`src/rtl/key_stepper_pkg.sv`:
```
// Shared FSM encoding and default 50 MHz timing for the key stepper front-end.
// No logic; constants only.
// Not applicable: no flow control.
package key_stepper_pkg;

    typedef enum logic [1:0] {
        IDLE         = 2'd0,
        PRESS_WAIT   = 2'd1,
        HELD         = 2'd2,
        RELEASE_WAIT = 2'd3
    } state_t;

    localparam int DEFAULT_DEBOUNCE_CYCLES = 1_000_000;   // 20 ms
    localparam int DEFAULT_REPEAT_DELAY    = 25_000_000;  // 500 ms
    localparam int DEFAULT_REPEAT_PERIOD   = 10_000_000;  // 200 ms

endpackage

```
`src/rtl/sync2.sv`:
```
// Two-flop synchronizer for one asynchronous bit, with a configurable reset value.
// Latency: 2 clk cycles.
// No flow control.
module sync2 #(
    parameter bit RESET_VAL = 1'b0
) (
    input  logic clk,
    input  logic reset,
    input  logic d,
    output logic q
);

    logic meta;

    always_ff @(posedge clk) begin
        if (reset) begin
            meta <= RESET_VAL;
            q    <= RESET_VAL;
        end else begin
            meta <= d;
            q    <= meta;
        end
    end

endmodule

```
`src/rtl/key_stepper.sv`:
```
// Debounces an active-low key into a one-cycle step pulse with captured direction;
// auto-repeat while held when KEY_STEPPER_AUTOREPEAT_EN is defined.
// Latency: step one cycle after edge DEBOUNCE_CYCLES+2; no backpressure (step is a pulse).
module key_stepper
    import key_stepper_pkg::*;
#(
    parameter int DEBOUNCE_CYCLES = DEFAULT_DEBOUNCE_CYCLES,
    parameter int REPEAT_DELAY    = DEFAULT_REPEAT_DELAY,
    parameter int REPEAT_PERIOD   = DEFAULT_REPEAT_PERIOD
) (
    input  logic clk,
    input  logic reset,
    input  logic key_n,
    input  logic dir_in,
    output logic step,
    output logic dir,
    output logic pressed
);

    localparam int CW = (DEBOUNCE_CYCLES > 1) ? $clog2(DEBOUNCE_CYCLES) : 1;
    localparam logic [CW-1:0] CNT_LAST = CW'(DEBOUNCE_CYCLES - 1);

    if (DEBOUNCE_CYCLES < 1 || REPEAT_DELAY < 1 || REPEAT_PERIOD < 2) begin : g_bad_params
        $error("key_stepper: illegal timing parameter");
    end

    logic ks;
    logic ds;

    sync2 #(.RESET_VAL(1'b1)) u_sync_key (.clk(clk), .reset(reset), .d(key_n),  .q(ks));
    sync2 #(.RESET_VAL(1'b0)) u_sync_dir (.clk(clk), .reset(reset), .d(dir_in), .q(ds));

    state_t        state, state_nxt;
    logic [CW-1:0] cnt, cnt_nxt;
    logic          step_nxt, dir_nxt, pressed_nxt;

`ifdef KEY_STEPPER_AUTOREPEAT_EN
    localparam int RMAX = (REPEAT_DELAY > REPEAT_PERIOD) ? REPEAT_DELAY : REPEAT_PERIOD;
    localparam int RW   = (RMAX > 1) ? $clog2(RMAX) : 1;

    // rep selects the inter-repeat period once the initial delay has elapsed
    logic [RW-1:0] rcnt, rcnt_nxt, rep_last;
    logic          rep, rep_nxt;

    assign rep_last = rep ? RW'(REPEAT_PERIOD - 1) : RW'(REPEAT_DELAY - 1);
`endif

    always_comb begin
        state_nxt = state;
        cnt_nxt   = cnt;
        step_nxt  = 1'b0;
        dir_nxt   = dir;
        case (state)
            IDLE: begin
                if (!ks) begin
                    state_nxt = PRESS_WAIT;
                    cnt_nxt   = '0;
                end
            end
            PRESS_WAIT: begin
                if (ks) begin
                    state_nxt = IDLE;
                end else if (cnt == CNT_LAST) begin
                    state_nxt = HELD;
                    step_nxt  = 1'b1;
                    dir_nxt   = ds;
                end else begin
                    cnt_nxt = cnt + 1'b1;
                end
            end
            HELD: begin
                if (ks) begin
                    state_nxt = RELEASE_WAIT;
                    cnt_nxt   = '0;
                end
`ifdef KEY_STEPPER_AUTOREPEAT_EN
                else if (rcnt == rep_last) begin
                    step_nxt = 1'b1;
                    dir_nxt  = ds;
                end
`endif
            end
            RELEASE_WAIT: begin
                if (!ks) begin
                    state_nxt = HELD;
                end else if (cnt == CNT_LAST) begin
                    state_nxt = IDLE;
                end else begin
                    cnt_nxt = cnt + 1'b1;
                end
            end
            default: state_nxt = IDLE;
        endcase
        pressed_nxt = (state_nxt == HELD) || (state_nxt == RELEASE_WAIT);
    end

`ifdef KEY_STEPPER_AUTOREPEAT_EN
    // A release bounce returns to HELD with rcnt untouched, so repeat timing resumes
    always_comb begin
        rcnt_nxt = rcnt;
        rep_nxt  = rep;
        if (state_nxt == IDLE || (state == PRESS_WAIT && state_nxt == HELD)) begin
            rcnt_nxt = '0;
            rep_nxt  = 1'b0;
        end else if (state == HELD && state_nxt == HELD) begin
            if (rcnt == rep_last) begin
                rcnt_nxt = '0;
                rep_nxt  = 1'b1;
            end else begin
                rcnt_nxt = rcnt + 1'b1;
            end
        end
    end

    always_ff @(posedge clk) begin
        if (reset) begin
            rcnt <= '0;
            rep  <= 1'b0;
        end else begin
            rcnt <= rcnt_nxt;
            rep  <= rep_nxt;
        end
    end
`endif

    always_ff @(posedge clk) begin
        if (reset) begin
            state   <= IDLE;
            cnt     <= '0;
            step    <= 1'b0;
            dir     <= 1'b0;
            pressed <= 1'b0;
        end else begin
            state   <= state_nxt;
            cnt     <= cnt_nxt;
            step    <= step_nxt;
            dir     <= dir_nxt;
            pressed <= pressed_nxt;
        end
    end

endmodule

```
`config.mk`:
```
export PLATFORM = sky130hd
export DESIGN_NAME = key_stepper
export DESIGN_NICKNAME = d
export VERILOG_FILES = /design/src/rtl/key_stepper_pkg.sv /design/src/rtl/sync2.sv /design/src/rtl/key_stepper.sv
export SDC_FILE = /design/constraint.sdc
export NUM_CORES = 1
export LEC_CHECK = 0
export ABC_AREA = 0
export BUFFER_PORTS_ARGS = -buffer_cell sky130_fd_sc_hd__buf_2
export CAP_MARGIN = 30
export CORE_MARGIN = 4
export CORE_UTILIZATION = 33
export DETAILED_ROUTE_END_ITERATION = 8
export PLACE_DENSITY = 0.56
export SLEW_MARGIN = 20
export SYNTH_ARGS = -nofsm -noshare
export SYNTH_HDL_FRONTEND = slang
export SYNTH_HIERARCHICAL = 1
export SYNTH_SLANG_ARGS = --single-unit
```
`constraint.sdc`:
```
create_clock -name clk -period 1.7 [get_ports clk]
set_clock_uncertainty 0.15 [all_clocks]
set_input_delay 0.085 -clock clk [delete_from_list [all_inputs] [get_ports clk]]
set_output_delay 0.085 -clock clk [all_outputs]
set_load 0.05 [all_outputs]
```
# ---- Word level (Yosys, flattened, before mapping)
# Cells that the tools add are included.
dict set report word_totals {
  elab_cells 41
  ff_bits 29
}
dict set report op_classes {
  n_eq_ne 10
  addsub 1
  reduce_logical 5
  bitwise 2
  n_mux 14
}
# operator count
set ops {}
lappend ops {{2-to-1 mux 20 bit} 5}
lappend ops {{case mux 20 bit (4 select lines)} 1}
lappend ops {{adder 20 x 1 -> 20 bit, second input constant} 1}
lappend ops {{equality test 20 bit, second input constant} 1}
lappend ops {{2-to-1 mux 2 bit} 6}
lappend ops {{equality test 2 bit, second input constant} 4}
lappend ops {{case mux 2 bit (4 select lines)} 1}
lappend ops {{inequality test 2 x 1 -> 1 bit, second input constant} 2}
lappend ops {{inequality test 2 bit, second input constant} 2}
lappend ops {{AND reduction 4 bit} 1}
lappend ops {{AND reduction 3 bit} 1}
lappend ops {{OR reduction 3 bit} 1}
lappend ops {{equality test 2 x 1 -> 1 bit, second input constant} 1}
lappend ops {{logical NOT 2 bit} 1}
lappend ops {{NOT 1 bit} 2}
lappend ops {{logical OR 1 bit} 1}
lappend ops {{2-to-1 mux 1 bit} 1}

# ---- Depth between registers and ports, before layout
dict set report depth {
  depth_word 6
  mapped_depth 7
}

# ---- By module
# Netlist, hierarchy kept.
# module n_inst cells_per_inst area_per_inst_um2 seq_area_each_um2
set by_module_without_submodules {}
lappend by_module_without_submodules {key_stepper 1 151 1350.0 480.5}
lappend by_module_without_submodules {sync2 2 4 52.6 40.0}

# ---- Worst setup path before layout
# No wires, ideal clock.
dict set report synth_path {
  path_type {reg2reg}
  from {register pressed (netlist name)}
  to {register cnt[16]}
  required_ps 1480
  t_arrival_ps 1778
  path_stages_with_launch 6
  setup_slack_ps -298
  period_less_slack_ps 1998
  path_cell_list {dfxtp_1 xnor2_2 buf_6 nand4_2 or4_1 a21oi_1}
}
# element line_no
set synth_lines {}
lappend synth_lines {{end signal: assignment} key_stepper.sv:135} ;# cnt <= cnt_nxt;
lappend synth_lines {{end: declaration} key_stepper.sv:34} ;# logic [CW-1:0] cnt, cnt_nxt;

# ---- Worst setup path after layout
dict set report layout_path {
  from {register cnt[19]}
  to {register cnt[10]}
}
dict set report layout_between {
  elab_chain_len 4
  word_cells_on_any_way 5
}
# element line_no
set layout_lines {}
lappend layout_lines {{equality test 20 bit *} {key_stepper.sv:63, key_stepper.sv:86}}
lappend layout_lines {{2-to-1 mux 20 bit *} n/a}
lappend layout_lines {{2-to-1 mux 20 bit, on equally long branches} n/a}
lappend layout_lines {{case mux 20 bit (4 select lines) *} n/a}
# Mark *: on every way between the ends. The rest lies on a longest branch, timed or not. The select of a mux whose other input is x is not followed.
# A chain may end at the register's enable or synchronous reset.

==> out/results.md <==
| Group | Result | Value |
|:---|:---|:---|
| setup path | Worst endpoint data arrival time | 1.74 ns |
| clock network | Worst-skew pair later-pin latency | 0.28 ns |
| placement | Port buffer count | 6 |
| floorplanning | Starting density of the core | 35.11% |
| yosys | Portion of the post-synthesis area used by sequential elements | 38.52% |
| yosys | Seq cells post-synth | 28 |
| setup path | Worst R2R End | cnt[10] |
| yosys | Cell count after synthesis | 159 |
| grt | Wire length of the first global-routing pass | 5499 um |
| detailed routing | Met3 WL post-DR | 52 um |
| timing | Min cycle time layout | 1.677 ns |
| detailed routing | Top layer used by detailed routing | met4 |
| yosys | Mean Syn Cell Area | 9.152 um^2 |
| yosys | Number of enable-type register cells in the synthesized netlist | 0 |
| timing | Setup Viol. Count Final | 0 |
| detailed routing | Met2 wire length | 1657 um |
| min path | Startpoint of the lowest-slack hold path | u_sync_key/meta |
| placement | Global placement routability congestion | 0.8179 |
| yosys | Largest cells by area after synthesis | sky130_fd_sc_hd__dfxtp_1 (39%), sky130_fd_sc_hd__mux2i_1 (6.2%), sky130_fd_sc_hd__nand2b_1 (5.2%) |
| setup path | Number of cells on the worst reg-to-reg path | 5 |
| finish | Antenna cell count | 0 |
| timing | Transition time at the pin with the least slew margin | 0.5112 ns |
| setup path | Family with the most delay on the worst path | simple AND/OR/NAND/NOR gates |
| yosys | Post-Synth Simple-Gate Area | 28.46% |
| timing | Smallest hold slack | 0.2700 ns |
| floorplanning | Total core area | 4144 um^2 |
| grt | Aggregate global routing overflow | 0 |
| yosys | Most frequently used flop master after synthesis | sky130_fd_sc_hd__dfxtp_1 |
| finish | Fraction of layout instances using a drive strength above 1 | 38.34% |
| timing | Setup total negative slack | 0 ns |
| clock network | CTS tree | done |
| setup path | Category of the worst setup path launch point | register |
| setup path | Reg-to-reg setup timing slack | 0.02 ns |
| placement | HPWL after detailed placement | 2362 um |
| floorplanning | Cell row count | 23 |
| clock network | Maximum buffer depth of the clock tree | 2 |
| yosys | Synth Area in Compound Gates | 17.54% |
| setup path | Worst endpoint required time | 1.77 ns |
| timing | Final Hold Vio Count | 0 |
| min path | Worst hold path cell count | 1 |
| yosys | Adder-Cell Fraction of Synth Area | 0.8598% |
| floorplanning | Die area | 5536 um^2 |
| timing | Slew Viols, Final | 0 |
| timing | Fraction of the cycle the final worst path needs | 98.62% |
| yosys | Fraction of post-synthesis cell area in the top cell type by area | 38.52% |
| setup path | Master of the slowest instance on the critical path | sky130_fd_sc_hd__or4_4 |
| min path | Destination of the worst hold path | u_sync_key/q |
| timing | Worst slew slack as a fraction of its limit | 65.80% |
| grt | Pin count of the biggest net entering global routing | 17 |
| yosys | Cell area after synthesis | 1455 um^2 |
| yosys | Synthesized net count | 164 |
| setup path | Start-to-end type of the worst setup path | reg2reg |
| detailed routing | # DRC | 0 |
| finish | Area overhead of the layout relative to synthesis | 34.82% |
| detailed routing | Number of iterations in the first detailed-routing pass | 5 |
| yosys | Main combinational cell family by area after synthesis | simple AND/OR/NAND/NOR gates |
| clock network | CTS HTree Levels | 1 |
| timing | Max Fclk | 0.5964 GHz |
| yosys | Number of library cell types mapped by synthesis | 40 |
| finish | Most common library cell in the layout ignoring fill and taps | sky130_fd_sc_hd__buf_4 |
| grt | Total track usage | 12.80% |
| power | Power density over the cells | 651.4 nW/um^2 |
| timing | Unrepaired setup endpoints after global routing | yes |
| yosys | Top cell type by total area after synthesis | sky130_fd_sc_hd__dfxtp_1 |
| clock network | TritonCTS buffer count | 3 |
| yosys | Xor/xnor cell area share of the yosys netlist | 1.720% |
| clock network | Clk Tree Root Cell | sky130_fd_sc_hd__clkbuf_8 |
| min path | Kind of path behind the tightest hold check | reg2reg |
| detailed routing | Met1 Wirelength | 1578 um |
| setup path | Launch instance of the worst register-to-register path | cnt[19] |
| outcome | Result of the run | completed |
| job | Number of max-cap violations | 0 |
| setup path | Highest cell delay on the worst timing path | 0.48 ns |
| finish | Net count, final | 199 |
| setup path | Beginning of the critical path | cnt[19] |
| yosys | Multiplexer fraction of the synthesized cell area | 6.191% |
| detailed routing | DRT iter0 DRCs | 88 |
| floorplanning | Chip Width | 74.41 um |
| grt | Antenna violations before repair | 0 |
| detailed routing | Final wirelength | 3339 um |
| clock network | Clk pin slew, worst setup/hold paths | 0.10 ns |
| detailed routing | WL per Instance | 13.74 um |
| yosys | Synth warn | 6 |
| yosys | Share of synthesized registers carrying an async set or reset | 0% |
| detailed routing | Drt via density | 5.407 |
| finish | Commonest cells after routing, fill and taps aside | sky130_fd_sc_hd__buf_4 (25), sky130_fd_sc_hd__dfxtp_1 (17), sky130_fd_sc_hd__nand2_1 (14) |
| setup path | Cell Chain, Critical Path | nor4bb_2 -> and4_4 -> buf_6 -> or4_4 -> a21oi_2 |
| setup path | Buffers & Inverters on Critical Path | 1 |
| setup path | Worst Setup End Kind | register |
| detailed routing | Total number of vias | 1,314 |
| power | Maximum ir drop on the vdd rail | 0.3289 mV |
| power | Static Leakage | 0.7294 nW |
| floorplanning | Top Ports | 7 |
| clock network | CTS sink count | 28 |
| setup path | Biggest fanout along the worst timing path | 10 |
| floorplanning | Die extent in y | 74.41 um |
| grt | Via count of the first global-routing pass | 1,252 |
| detailed routing | Antenna-violating nets left | 0 |
==> synthesized netlist by cell type, drive strengths merged (4+ instances only) <==
master,count
dfxtp,28
a21oi,15
nand2,15
nand2b,12
buf,10
mux2i,9
nand3,8
nand4,7
o31ai,5
or4,5
o21ai,4
==> repair_timing <==
item                                   4_1_cts  5_1_grt
pin swaps                                    1        4
resized for setup                            6       31
endpoints found under the hold margin        7        0
setup buffers                                0        1
setup endpoints to repair                    6       15
hold buffers                                 5        0
==> power by group <==
group	leakage [nW]	switching [mW]	internal, mW
clock network	0.0357	0.217	0.316
logic	0.462	0.0403	0.0420
registers	0.232	0.00411	0.659
==> worst max path at each step <==
| stage | endpoint | cells past startpoint | slack, ns |
|---|---|---|---|
| floorplan | cnt[16] | 5 | 0.01 |
| finish | cnt[10] | 5 | 0.02 |
| global placement | cnt[16] | 4 | 0.005 |
| global route | cnt[16] | 5 | -0.05 |
| CTS | cnt[14] | 4 | 0.0004 |
| detailed placement | cnt[18] | 5 | 0.007 |
==> flip-flops by register name, summed over array words and instances (netlist names) <==
name,cells
cnt,20
dir,1
pressed,1
state,1
step,1
u_sync_dir/meta,1
u_sync_dir/q,1
u_sync_key/meta,1
u_sync_key/q,1
==> through the flow <==
stage	total power, mW	instances	worst slack [ns]	instance area (um^2)	util, %
after CTS	1.283	242	0.0003962	1831	44.17
after detailed placement	0.7401	233	0.006825	1699	41.00
final	1.278	243	0.02339	1962	47.34
after global routing	1.331	243	-0.05486	1962	47.34
after global placement	0.7380	233	0.005214	1699	41.00
after floorplan	0.7222	159	0.01317	1459	-
==> layer usage <==
metal  vias up  global-route usage, %
li1        660                      -
met1       639                  15.86
met2        11                  21.07
met3         4                  2.027
met4         0                  7.115
met5         -                      0
==> layout make-up <==
class                   instances  area [um^2]
fillers                       395         2182
multi-input cells             117        884.6
flip-flops and latches         28        579.3
repair buffers                 42        356.6
well taps                      50        62.56
clock buffers                   3        41.29
clock inverters                 1        30.03
inverters                       2        7.507
==> kinds of logic (layout without fill, tap and decap cells) <==
family	after synthesis	in the layout
compound gates	37	37
xor+xnor	2	2
fa+ha+maj	1	1
buf+inv	14	48
flops	28	28
mux	9	9
simple gates	68	68
(Power assumes the default switching activity.)
